===== src/rtl/multi_bank_bram_stream_reader.sv =====
// Purpose: reads a burst from all BRAM banks in lock-step and packs the per-bank words into AXI-Stream beats.
// Latency: first beat is valid 2 cycles after command acceptance; sustains 1 beat/cycle with tready high.
// Backpressure: credit-based issue (FIFO occupancy + in-flight read < 3) from registered state only; never depends on m_axis_tready.
module multi_bank_bram_stream_reader #(
    parameter int BANKS      = 4,
    parameter int DATA_WIDTH = 32,
    parameter int ADDR_WIDTH = 16
) (
    input  logic                          clk,
    input  logic                          rst,
    input  logic [ADDR_WIDTH-1:0]         cmd_addr,
    input  logic [ADDR_WIDTH-1:0]         cmd_len,
    input  logic                          cmd_valid,
    output logic                          cmd_ready,
    output logic [BANKS-1:0]              bram_rden,
    output logic [BANKS*ADDR_WIDTH-1:0]   bram_addr,
    input  logic [BANKS*DATA_WIDTH-1:0]   bram_dout,
    output logic [BANKS*DATA_WIDTH-1:0]   m_axis_tdata,
    output logic                          m_axis_tvalid,
    input  logic                          m_axis_tready,
    output logic                          m_axis_tlast,
    output logic                          busy
);

    localparam int BEAT_W = BANKS * DATA_WIDTH;

    typedef enum logic [1:0] {
        S_IDLE  = 2'd0,
        S_READ  = 2'd1,
        S_DRAIN = 2'd2
    } state_t;

    state_t                  state_q, state_d;
    logic [ADDR_WIDTH-1:0]   addr_q, addr_d;
    logic [ADDR_WIDTH-1:0]   rem_q, rem_d;
    logic [ADDR_WIDTH-1:0]   bram_addr_q, bram_addr_d;
    logic                    inflight_q, inflight_d;
    logic                    inflight_last_q, inflight_last_d;

    // Three-entry output FIFO; storage has a fourth slot so a 2-bit pointer
    // always indexes in range, but pointers wrap after slot 2.
    logic [BEAT_W-1:0]       mem_dat_q [4];
    logic [BEAT_W-1:0]       mem_dat_d [4];
    logic [3:0]              mem_last_q, mem_last_d;
    logic [1:0]              wr_ptr_q, wr_ptr_d;
    logic [1:0]              rd_ptr_q, rd_ptr_d;
    logic [1:0]              occ_q, occ_d;

    logic                    issue;
    logic                    push;
    logic                    pop;
    logic [ADDR_WIDTH-1:0]   cur_addr;

    function automatic logic [1:0] ptr_inc(input logic [1:0] p);
        return (p == 2'd2) ? 2'd0 : p + 2'd1;
    endfunction

    // Issue/capture/pop decisions and next-state logic for FSM, counters and FIFO.
    always_comb begin
        issue           = (state_q == S_READ) && (({1'b0, occ_q} + {2'b00, inflight_q}) < 3'd3);
        push            = inflight_q;
        pop             = (occ_q != 2'd0) && m_axis_tready;

        state_d         = state_q;
        addr_d          = addr_q;
        rem_d           = rem_q;
        inflight_d      = issue;
        inflight_last_d = issue && (rem_q == '0);
        bram_addr_d     = issue ? addr_q : bram_addr_q;
        cur_addr        = bram_addr_d;

        unique case (state_q)
            S_IDLE: begin
                if (cmd_valid) begin
                    addr_d  = cmd_addr;
                    rem_d   = cmd_len;
                    state_d = S_READ;
                end
            end
            S_READ: begin
                if (issue) begin
                    addr_d = addr_q + ADDR_WIDTH'(1);
                    rem_d  = rem_q - ADDR_WIDTH'(1);
                    if (rem_q == '0) begin
                        state_d = S_DRAIN;
                    end
                end
            end
            S_DRAIN: begin
                if (!inflight_q && (occ_q == 2'd0)) begin
                    state_d = S_IDLE;
                end
            end
            default: state_d = S_IDLE;
        endcase

        mem_dat_d  = mem_dat_q;
        mem_last_d = mem_last_q;
        if (push) begin
            mem_dat_d[wr_ptr_q]  = bram_dout;
            mem_last_d[wr_ptr_q] = inflight_last_q;
        end
        wr_ptr_d = push ? ptr_inc(wr_ptr_q) : wr_ptr_q;
        rd_ptr_d = pop  ? ptr_inc(rd_ptr_q) : rd_ptr_q;

        unique case ({push, pop})
            2'b10:   occ_d = occ_q + 2'd1;
            2'b01:   occ_d = occ_q - 2'd1;
            default: occ_d = occ_q;
        endcase
    end

    // Control state register with synchronous reset; discards any read in flight.
    always_ff @(posedge clk) begin
        if (rst) begin
            state_q         <= S_IDLE;
            addr_q          <= '0;
            rem_q           <= '0;
            bram_addr_q     <= '0;
            inflight_q      <= 1'b0;
            inflight_last_q <= 1'b0;
            wr_ptr_q        <= 2'd0;
            rd_ptr_q        <= 2'd0;
            occ_q           <= 2'd0;
            mem_last_q      <= '0;
        end else begin
            state_q         <= state_d;
            addr_q          <= addr_d;
            rem_q           <= rem_d;
            bram_addr_q     <= bram_addr_d;
            inflight_q      <= inflight_d;
            inflight_last_q <= inflight_last_d;
            wr_ptr_q        <= wr_ptr_d;
            rd_ptr_q        <= rd_ptr_d;
            occ_q           <= occ_d;
            mem_last_q      <= mem_last_d;
        end
    end

    // FIFO data storage; contents are qualified by occupancy, so no reset needed.
    always_ff @(posedge clk) begin
        for (int i = 0; i < 4; i++) begin
            mem_dat_q[i] <= mem_dat_d[i];
        end
    end

    assign cmd_ready     = (state_q == S_IDLE) && !rst;
    assign bram_rden     = {BANKS{issue}};
    assign bram_addr     = {BANKS{cur_addr}};
    assign m_axis_tvalid = (occ_q != 2'd0);
    assign m_axis_tdata  = mem_dat_q[rd_ptr_q];
    assign m_axis_tlast  = m_axis_tvalid && mem_last_q[rd_ptr_q];
    assign busy          = (state_q != S_IDLE);

endmodule


===== config.mk =====
export PLATFORM = sky130hd
export DESIGN_NAME = multi_bank_bram_stream_reader
export DESIGN_NICKNAME = d
export VERILOG_FILES = /design/src/rtl/multi_bank_bram_stream_reader.sv
export SDC_FILE = /design/constraint.sdc
export NUM_CORES = 1
export LEC_CHECK = 0
export BUFFER_PORTS_ARGS = -buffer_cell sky130_fd_sc_hd__buf_2
export CORE_MARGIN = 2
export CORE_UTILIZATION = 60
export CTS_CLUSTER_SIZE = 16
export DETAILED_ROUTE_END_ITERATION = 12
export GPL_TIMING_DRIVEN = 0
export PLACE_DENSITY = 0.84
export SYNTH_ARGS = -nofsm -noshare
export SYNTH_HDL_FRONTEND = slang
export SYNTH_SLANG_ARGS = --single-unit

===== constraint.sdc =====
create_clock -name clk -period 32.1 [get_ports clk]
set_input_delay 3.21 -clock clk [delete_from_list [all_inputs] [get_ports clk]]
set_output_delay 3.21 -clock clk [all_outputs]
set_load 0.05 [all_outputs]

==> qor.log <==
INFO  floorplan      floorplan.initialDensity=0.605
INFO  power          power.density_cell_area=68.9mW/mm^2
INFO  critical_path  timing.critical_path.to_type=output pin
INFO  clock_network  clock_tree.htree_level_count=2
INFO  placed_design  placed_cells_incl_taps=1965
INFO  grt            grt_first_pass_wirelength=71.9mm
INFO  drt            drt_pre_antenna_iters=5
INFO  critical_path  r2r_start=inflight_q$_SDFF_PP0_
INFO  placed_design  placer_congestion=0.920
INFO  grt            grt_use_total=0.251
INFO  power          sequential_power_share=0.459
INFO  critical_path  worstPathMaxFanout=10
INFO  sta            finClkSkew=0.0195ns
INFO  clock_network  cts_made_buffers=54
INFO  hold_path      min_delay_worst_endpoint=rem_q[12]$_SDFFE_PP0P_
INFO  drt            viasPerCell=5.88
INFO  yosys          synth_cell_type_count=64
INFO  cells_and_area fillers=2126
INFO  sta            tns=0ns
INFO  yosys          synthFlopType=sky130_fd_sc_hd__edfxtp_1
INFO  power          power.ir.vdd_worst=55.2uV
INFO  yosys          synth-async-reset-ratio=0
INFO  yosys          ys_ff_latch=574
INFO  cells_and_area nNetsFinal=1722
INFO  floorplan      placementRows=70
INFO  drt            initialDrtViolationCount=807
INFO  drt            drtAntennaViolNets=0
INFO  cells_and_area layout-drive-gt1-share=0.455
INFO  cells_and_area layout-area-overhead-vs-synth=21.0%
INFO  sta            worst_slew_pin_slew=0.849ns
INFO  power          static_leakage=9.49nW
INFO  floorplan      die_h=196um
INFO  sta            rsz0062_at_grt=no
INFO  power          power_switching=0.528mW
INFO  power          power_switching_share=0.287
INFO  placed_design  io_buffers=362
INFO  floorplan      design.portCount=364
INFO  critical_path  timing.setup.critical_path_class=input port to output pin
INFO  sta            slew_violations=0
INFO  power          clock_share_of_power=0.347
INFO  sta            hold_slack=0.493ns
INFO  floorplan      placeableCoreArea=0.0364mm^2
INFO  grt            grt_start_max_net_pins=80
INFO  critical_path  setup.worst_path.start_class=input port
INFO  critical_path  r2r_setup_slack=29.72ns
INFO  critical_path  reg2reg_depth=8
INFO  power          cell_internal_pwr=1.31mW
INFO  yosys          synth-seq-area-share=0.753
INFO  critical_path  critical_path.reg2reg.endpoint=rem_q[5]$_SDFFE_PP0P_
INFO  cells_and_area mostFrequentLayoutCell=sky130_fd_sc_hd__edfxtp_1
INFO  placed_design  placed_cell_area=0.0249mm^2
INFO  run_status     status=completed
INFO  grt            via_count_of_the_first_global_routing_pass=12500
INFO  floorplan      die_area=0.0383mm^2
INFO  power          combPwrFrac=0.194
INFO  hold_path      hold_depth=1
INFO  yosys          post_synth.cell_area_avg=20.0um^2
INFO  yosys          synth_fp_nets=1273
INFO  cells_and_area layout.cells.non_filler=2073
INFO  hold_path      timing.hold.worst.class=flop to flop
INFO  grt            antenna_violations_before_repair=10
INFO  sta            slew_headroom=0.434
INFO  placed_design  hpwlAfterDp=31.6mm
INFO  clock_network  tritoncts_num_sinks=574
INFO  clock_network  tritoncts=built
INFO  yosys          synthesis.area=0.0221mm^2
INFO  clock_network  post-cts-setup-buffers=0
INFO  sta            final.period_utilization=0.228
INFO  clock_network  ctsLongestPathBuffers=3
INFO  sta            hold_viol=0
INFO  drt            drt-total-wl=47.8mm
INFO  drt            via_count=12200
INFO  sta            achievable-frequency=0.137GHz
INFO  sta            number_of_failing_setup_endpoints_in_the_final_timing_report=0
INFO  drt            detail_route.drc_violations=0
INFO  yosys          postSynthCellCount=1104
INFO  sta            finalCriticalPeriod=7.30ns
INFO  hold_path      hp-start=rem_q[12]$_SDFFE_PP0P_
INFO  clock_network  hold_buffers=0
INFO  job            timing.max_cap.violations=0
INFO  clock_network  clk_latency=0.60ns
INFO  cells_and_area post-route-cell-area=0.0267mm^2
INFO  clock_network  cts-resized-gates=0
INFO  clock_network  clk_root_buffer_cell=sky130_fd_sc_hd__clkbuf_16
INFO  clock_network  path_clk_slew=0.06ns
INFO  grt            global_route.overflow_total=0
INFO  cells_and_area final_cell_mix=512 x sky130_fd_sc_hd__edfxtp_1, 381 x sky130_fd_sc_hd__buf_2, 129 x sky130_fd_sc_hd__mux4_2
INFO  yosys          ys_warn_count=0
INFO  critical_path  arrival=4.09ns
INFO  critical_path  worstPathRequired=28.89ns
INFO  drt            detail_route.wl_per_cell=23.1um
INFO  yosys          synth-edff-count=512
INFO  floorplan      floorplan.die.width=196um
power by group through the flow:
stage	clock [mW]	combinational [mW]	sequential, mW
after CTS	0.648	0.360	0.843
after global routing	0.675	0.376	0.844
after floorplan	0	0.271	0.860
after detailed placement	0	0.357	0.859
after global placement	0	0.349	0.864
final	0.638	0.357	0.843
logic make-up (layout without fill, tap and decap cells):
family / after synthesis / after routing / synth area share
and+or+nand+nor: 149 / 149 / 0.0378
DFF: 574 / 574 / 0.753
xor gates and xnor gates: 4 / 4 / 0.00159
buffers and inverters: 120 / 614 / 0.0341
muxes: 146 / 146 / 0.140
other: 0 / 7 / 0
AOI/OAI and AO/OA: 106 / 106 / 0.0300
adders and majority gates: 5 / 5 / 0.00284
per-stage QoR:
stage                util  setup slack (ns)  total power [mW]
floorplan               -             21.40              1.13
global placement    0.671             14.15              1.21
detailed placement  0.683             24.81              1.22
CTS                 0.732             24.80              1.85
global route        0.732             24.70              1.89
finish              0.732             24.80              1.84
critical path: stages:
cell and delay [ns]:
sky130_fd_sc_hd__clkbuf_8 0.13, sky130_fd_sc_hd__clkbuf_1 0.43, sky130_fd_sc_hd__nor2_1 0.09, sky130_fd_sc_hd__buf_2 0.23
routing by layer:
metal | global-route usage | vias up | part of all wire | wire (um)
li1 | - | 5344 | - | -
met1 | 0.314 | 6157 | 0.37 | 17700
met2 | 0.431 | 572 | 0.51 | 24600
met3 | 0.0727 | 99 | 0.089 | 4280
met4 | 0.0760 | 8 | 0.026 | 1250
met5 | 0 | - | 0.0014 | 66
synth_stat cells, types with 3 or more instances:
| cell type | count | share of area |
|---|---|---|
| sky130_fd_sc_hd__buf_2 | 19 | 0.0043 |
| sky130_fd_sc_hd__a311oi_1 | 3 | 0.0012 |
| sky130_fd_sc_hd__buf_1 | 4 | 0.00068 |
| sky130_fd_sc_hd__nor2_1 | 29 | 0.0049 |
| sky130_fd_sc_hd__inv_1 | 11 | 0.0019 |
| sky130_fd_sc_hd__nor2b_1 | 18 | 0.0051 |
| sky130_fd_sc_hd__and2_1 | 3 | 0.00085 |
| sky130_fd_sc_hd__nor4_1 | 5 | 0.0014 |
| sky130_fd_sc_hd__o22ai_1 | 4 | 0.0011 |
| sky130_fd_sc_hd__nor3_1 | 14 | 0.0032 |
| sky130_fd_sc_hd__mux2_2 | 12 | 0.0061 |
| sky130_fd_sc_hd__or3_1 | 4 | 0.0011 |
| sky130_fd_sc_hd__clkbuf_8 | 5 | 0.0031 |
| sky130_fd_sc_hd__a211oi_1 | 12 | 0.0041 |
| sky130_fd_sc_hd__nand4_1 | 5 | 0.0014 |
| sky130_fd_sc_hd__a21oi_1 | 35 | 0.0079 |
| sky130_fd_sc_hd__mux2i_1 | 4 | 0.0018 |
| sky130_fd_sc_hd__clkbuf_1 | 20 | 0.0034 |
| sky130_fd_sc_hd__o32ai_1 | 4 | 0.0016 |
| sky130_fd_sc_hd__a31oi_1 | 3 | 0.00085 |
| sky130_fd_sc_hd__nand2_1 | 34 | 0.0058 |
| sky130_fd_sc_hd__dfxtp_1 | 62 | 0.056 |
| sky130_fd_sc_hd__edfxtp_1 | 512 | 0.70 |
| sky130_fd_sc_hd__buf_4 | 56 | 0.019 |
| sky130_fd_sc_hd__nand3_1 | 7 | 0.0016 |
| sky130_fd_sc_hd__o221ai_1 | 3 | 0.0012 |
| sky130_fd_sc_hd__or2_2 | 3 | 0.00085 |
| sky130_fd_sc_hd__ha_1 | 5 | 0.0028 |
| sky130_fd_sc_hd__nand2b_1 | 5 | 0.0014 |
| sky130_fd_sc_hd__o21ai_0 | 26 | 0.0059 |
| sky130_fd_sc_hd__mux4_2 | 129 | 0.13 |
layout make-up:
class	count	area (um^2)	area share
Buffer	108	707	0.0265
Clock inverter	43	397	0.0149
Sequential cell	574	16600	0.623
Clock buffer	58	1390	0.0520
Multi-Input combinational cell	410	4700	0.176
Antenna cell	7	17.5	0.000656
Timing Repair Buffer	393	2220	0.0832
Tap cell	468	586	0.0219
Inverter	12	50.0	0.00188
registers in the layout (all words and copies together), names as in the netlist:
signal,count
wr_ptr_q,2
bram_addr_q,16
inflight_last_q,1
rd_ptr_q,2
mem_last_q,4
inflight_q,1
rem_q,16
addr_q,16
mem_dat_q,512
occ_q,2
state_q,2
how the worst max path moves through the flow:
stage	startpoint	end	slack (ns)	depth (start not counted)
final	rst	cmd_ready	24.80	4
after global placement	inflight_q$_SDFF_PP0_	mem_last_q[2]$_SDFFE_PP0P_	14.15	4
after CTS	rst	cmd_ready	24.80	4
after detailed placement	rst	cmd_ready	24.81	4
after global routing	rst	cmd_ready	24.70	4
after floorplan	inflight_q$_SDFF_PP0_	mem_last_q[2]$_SDFFE_PP0P_	21.40	4
Note: power is estimated with default switching activity, not from simulation.
